### config.mk
export PLATFORM = sky130hd
export DESIGN_NAME = reflet_ram_16
export DESIGN_NICKNAME = d
export VERILOG_FILES = /design/src/rtl/reflet_ram_16_pkg.sv /design/src/rtl/reflet_ram_core.sv /design/src/rtl/reflet_ram_16.sv
export SDC_FILE = /design/constraint.sdc
export NUM_CORES = 2
export LEC_CHECK = 0
export BUFFER_PORTS_ARGS = -buffer_cell sky130_fd_sc_hd__clkbuf_2
export CAP_MARGIN = 20
export CORE_MARGIN = 3
export CORE_UTILIZATION = 50
export DETAILED_ROUTE_END_ITERATION = 16
export PLACE_DENSITY = 0.8
export SYNTH_ARGS = -nofsm -noshare
export SYNTH_HDL_FRONTEND = slang
export SYNTH_SLANG_ARGS = --single-unit
### constraint.sdc
create_clock -name clk -period 1.61 [get_ports clk]
set_input_delay 0.161 -clock clk [delete_from_list [all_inputs] [get_ports clk]]
set_output_delay 0.161 -clock clk [all_outputs]
set_load 0.005 [all_outputs]
### src/rtl/reflet_ram_16_pkg.sv
// reflet_ram_16_pkg: constants shared between the RAM and the reflet CPU
package reflet_ram_16_pkg;
    localparam int WORD_WIDTH = 16;
endpackage

### src/rtl/reflet_ram_core.sv
// reflet_ram_core: plain word array with synchronous write and read-first registered read
module reflet_ram_core
    import reflet_ram_16_pkg::*;
#(
    parameter int addrSize = 8
) (
    input  logic                  clk,
    input  logic                  wr,
    input  logic                  rd,
    input  logic [addrSize-1:0]   addr,
    input  logic [WORD_WIDTH-1:0] wdata,
    output logic [WORD_WIDTH-1:0] rdata
);
    logic [WORD_WIDTH-1:0] mem [2**addrSize] = '{default: '0};
    logic [WORD_WIDTH-1:0] q = '0;
    assign rdata = q;
    // write the addressed word; the read samples the old word in the same edge
    always_ff @(posedge clk) begin
        if (wr) mem[addr] <= wdata;
        if (rd) q <= mem[addr];
    end
endmodule

### src/rtl/reflet_ram_16.sv
// reflet_ram_16: selectable 16-bit RAM whose output is zero when not addressed
module reflet_ram_16
    import reflet_ram_16_pkg::*;
#(
    parameter int addrSize = 8
) (
    input  logic                  clk,
    input  logic                  reset,
    input  logic                  enable,
    input  logic [addrSize-1:0]   addr,
    input  logic [WORD_WIDTH-1:0] data_in,
    input  logic                  write_en,
    output logic [WORD_WIDTH-1:0] data_out
);
    logic                  sel;
    logic [WORD_WIDTH-1:0] rdata;
    reflet_ram_core #(.addrSize(addrSize)) core (
        .clk(clk),
        .wr(enable & write_en & ~reset),
        .rd(enable & ~reset),
        .addr(addr),
        .wdata(data_in),
        .rdata(rdata)
    );
    // remember whether the last edge was a selected access; cleared at once by reset
    always_ff @(posedge clk or posedge reset) begin
        if (reset) sel <= 1'b0;
        else sel <= enable;
    end
    assign data_out = sel ? rdata : '0;
endmodule

Word level (Yosys, flattened, before mapping) --
Memory sizes are Yosys's and may differ from the RTL's. A register that Yosys moved wholly into a read port is not among the register bits. Cells that the tools add are included.
Word-level totals: register bits 1, bits in writable memories 4096, input bits 28, word-level logic and storage cells 9, memories kept 1
Memory list:
- core.mem | depth 256, bits a word 16, rd ports 1, clocked after Yosys merged registers in 1, write ports 1, line reflet_ram_core.sv:14 | logic [WORD_WIDTH-1:0] mem [2**addrSize] = '{default: '0};
Operators by class: mux-type cells 3, bitwise logic cells 4
Operator list (number):
- $mux 16 | 1
- $and 1x1->1 | 3
- $mux 1 | 2
- $not 1->1 | 1

Logic depth before layout (Yosys ltp) --
depth after elaboration 4, depth in mapped cells 8

Hierarchy --
Synthesis repeated with hierarchy kept, for this count alone.
Second synthesis, totals: cell total of the unflattened synthesis 6748, area, all modules 155729.4 um^2
Modules (own cells, without submodules):
- reflet_ram_core | times used 1, cells each 6727, area an instance 155559.2 um^2, sequential area each 123478.4 um^2
- reflet_ram_16 | times used 1, cells each 21, area an instance 170.2 um^2, sequential area each 25.0 um^2

Worst setup path before layout --
Ideal clock, no wire load.
path type input-to-reg, start in enable, end mem core.mem[182][0], enable pin, setup time 0.388 ns, arrival 2.715 ns, required time 1.222 ns, slack -1.494 ns, stages on the path 6, cells stage by stage nor2b_1 -> nand2_1 -> nor3b_1 -> nand2_1 -> clkbuf_1 -> nor2_1
On the way: longest elaborated chain between the ends 4
Ends and longest elaborated chain:
- from (decl) | line reflet_ram_16.sv:9 | input logic enable,
- $and 1x1->1 (2 in series) | line reflet_ram_16.sv:19 | .wr(enable & write_en & ~reset),
- $mux 1 | line reflet_ram_core.sv:19 | if (wr) mem[addr] <= wdata;
- $mux 1 (implied by the code) | line reflet_ram_core.sv:19
- to (decl) | line reflet_ram_core.sv:14
No other way between the ends.

==> impl_metrics.tcl <==
set metrics [dict create \
    status "finished, violations left" \
    syn_inst 6724 \
    fmax_mhz 343.0 \
    ir_worst_vdd_mv 1.360 \
    core_area_sq_um 309100 \
    synth_area_leaders "edfxtp_1 79%, mux4_2 15%, a22oi_1 2.5%" \
    grt_pass1_vias 86500 \
    multiInputGateArea_sq_um 33770 \
    cts_buffer_depth 4 \
    route.detailed.drc 0 \
    antenna_found_initial 29 \
    crit_start "core.mem[108][10]" \
    critPathArrivalTime_ns 3.64 \
    seq_area_frac_synth_pct 79.49 \
    p_leak_nw 59.26 \
    yosysTopAreaCellShare_pct 79.48 \
    drt_first_iter_violations 16950 \
    layout.cells.non_filler 12290 \
    drt_first_pass_iters 9 \
    io_pins 44 \
    grt_max_degree 102 \
    cts_buffers 402 \
    hold_viol_final 0 \
    start_util_pct 50.26 \
    rsz0062_at_grt "true" \
    worst_setup_path_end_kind "register" \
    final-max-slew-violation-count 0 \
    ant_nets 0 \
    rows 204 \
    area_growth_pct 22.14 \
    final_cell_mix "4,112 x edfxtp_1, 1,024 x mux4_2, 574 x buf_4, 464 x buf_12, 409 x clkbuf_16" \
    worst_slew_pin_slew_ns 0.8424 \
    yosysWarnings 0 \
    final_layout_size_suffix_gt1_share_pct 40.21 \
    num-nets-final 7865 \
    r2r-end "core.rdata[10]" \
    die_area_sq_um 317500 \
    grt.overflow.total 0 \
    die_w_um 563.4 \
    tritoncts "built" \
    rrSetupSlack_ns -1.31 \
    fp.dieH_um 563.4 \
    avgRoutedWirePerCell_um 40.94 \
    timing.max_cap.violations 0 \
    grt_usage_pct 30.41 \
    cp_max_fo 1 \
    dp_hpwl_mm 261.7 \
    ys_types 23 \
    yosysTopAreaCell "edfxtp_1" \
    clock_sinks 4113 \
    min_path_type "in -> reg" \
    clock_latency_ns 1.01 \
    fin_skew_ns 0.09198 \
    gp_congestion 0.8916 \
    port_buffers 43 \
    fin_ws_ns -1.306 \
    synth_area_sq_um 155400 \
    p_per_area_nw_per_um2 1192 \
    synth-seq-cells 4113 \
    vias 87170 \
    clk_pin_slew_worst_paths_ns 0.07 \
    fill_cells 18560 \
    final_common_cell "edfxtp_1" \
    setup_viol 3825 \
    place_inst 11530 \
    htreeDepth 5 \
    critPathKind "reg -> reg" \
    reg2regPathDepth 6 \
    violations "negative setup slack" \
    cp-start-kind "register" \
    regArea_sq_um 123500 \
    cts_root_buf "clkbuf_16" \
    grt_pass1_wl_mm 681.1 \
    endpoint "core.rdata[10]" \
    p_total_w 0.2262 \
    r2r-start "core.mem[108][10]" \
    required_ns 2.33 \
    viasPerCell 7.093 \
    wl_mm 503.2 \
    synthesis.nets 6752 \
    relSlewSlack_pct 43.84 \
    syn_area_per_cell_sq_um 23.11 \
    fin_crit_ns 2.916 \
    fin_crit_sh_pct 181.1 \
    stdcell_area_sq_um 189800 \
    dpl-instance-area_sq_um 174200 \
]
[state kept, by name (all words and copies together) (netlist names)]
signal and cells:
core.mem 4096, core.rdata 16, sel 1
[power breakdown]
| part | internal [W] | switching [W] | leakage (nW) | total, W |
|---|---|---|---|---|
| clock network | 0.0534 | 0.0417 | 6.22 | 0.0951 |
| registers | 0.118 | 0.0000957 | 37.0 | 0.118 |
| logic | 0.00500 | 0.00828 | 16.1 | 0.0133 |
[per-stage QoR]
step	setup slack, ns	TNS (ns)	hold slack [ns]	utilization (%)
final	-1.306	-637.88	0.06971	61.39
after global routing	-1.432	-596.35	0.02186	61.38
after CTS	-0.8882	-137.50	0.05701	61.14
after detailed placement	-2.074	-3159.95	0.02350	56.34
after global placement	-3.110	-3048.33	0.01972	56.33
after floorplan	-0.7759	-2467.76	-0.1103	-
[critical path, cell delays in order, from the launching register on]
cell and delay (ns):
edfxtp_1 0.42, mux4_2 0.47, a22oi_1 0.68, a21oi_1 0.32, o41ai_4 0.47, buf_4 0.20, nand4_1 0.11
[metal layers]
layer	vias to the layer above	track usage (%)	share of wire, %	wire length (um)
li1	31270	-	-	-
met1	43940	37.84	30	148600
met3	2213	8.910	15	76920
met2	9733	47.25	47	234900
met5	-	0	0.030	150
met4	18	18.99	8.5	42680
[cells in the mapped netlist]
master    count
or2_2         1
dfrtp_1       1
edfxtp_1   4112
and4_1        1
nor3b_1       2
o41ai_1      64
and2_1       18
inv_1         1
buf_2       108
buf_6         1
buf_4         2
a21oi_1     256
nand4_1      16
nor3_1        1
nand2_1      30
nor2b_1       7
nand3_1       4
a22oi_1     512
nor2_1      259
nand2b_1      2
buf_1        29
clkbuf_1    273
mux4_2     1024
[cell families (layout without fill, tap and decap cells)]
| family | Yosys count | count (layout) | share of synthesized area (%) |
|---|---|---|---|
| multiplexers | 1024 | 1024 | 14.84 |
| AO/OA/AOI/OAI | 832 | 832 | 3.659 |
| buffers and inverters | 414 | 1837 | 1.097 |
| flip-flops | 4113 | 4113 | 79.49 |
| AND/OR/NAND/NOR | 341 | 341 | 0.9068 |
| other | 0 | 23 | 0 |
[how the worst min path moves through the flow]
stage            start               end  cells after the start
2_1_floorplan    reset               sel                      1
3_3_place_gp     reset               sel                      2
3_5_place_dp     reset               sel                      2
4_1_cts        addr[6]  core.mem[37][13]                      6
5_1_grt         enable     core.rdata[0]                      4
6_report        enable     core.rdata[0]                      4
[area by class of cell]
| class | count | area share (%) |
|---|---|---|
| inverter | 1 | 0.001978 |
| clock buffer | 489 | 5.552 |
| clock inverter | 225 | 1.187 |
| multi-input combinational | 2197 | 17.79 |
| antenna | 23 | 0.03033 |
| tap | 4120 | 2.717 |
| timing repair buffer | 1122 | 7.633 |
| sequential | 4113 | 65.08 |
[what timing repair did]
action | in CTS | in global routing
setup endpoints to repair | 197 | 3480
gates resized for setup | 349 | 131
pin swaps | 97 | 57
buffers inserted | 3 | 7
hold endpoints to repair | 4058 | 6
hold buffers | 20 | 2
(Power assumes the default switching activity.)
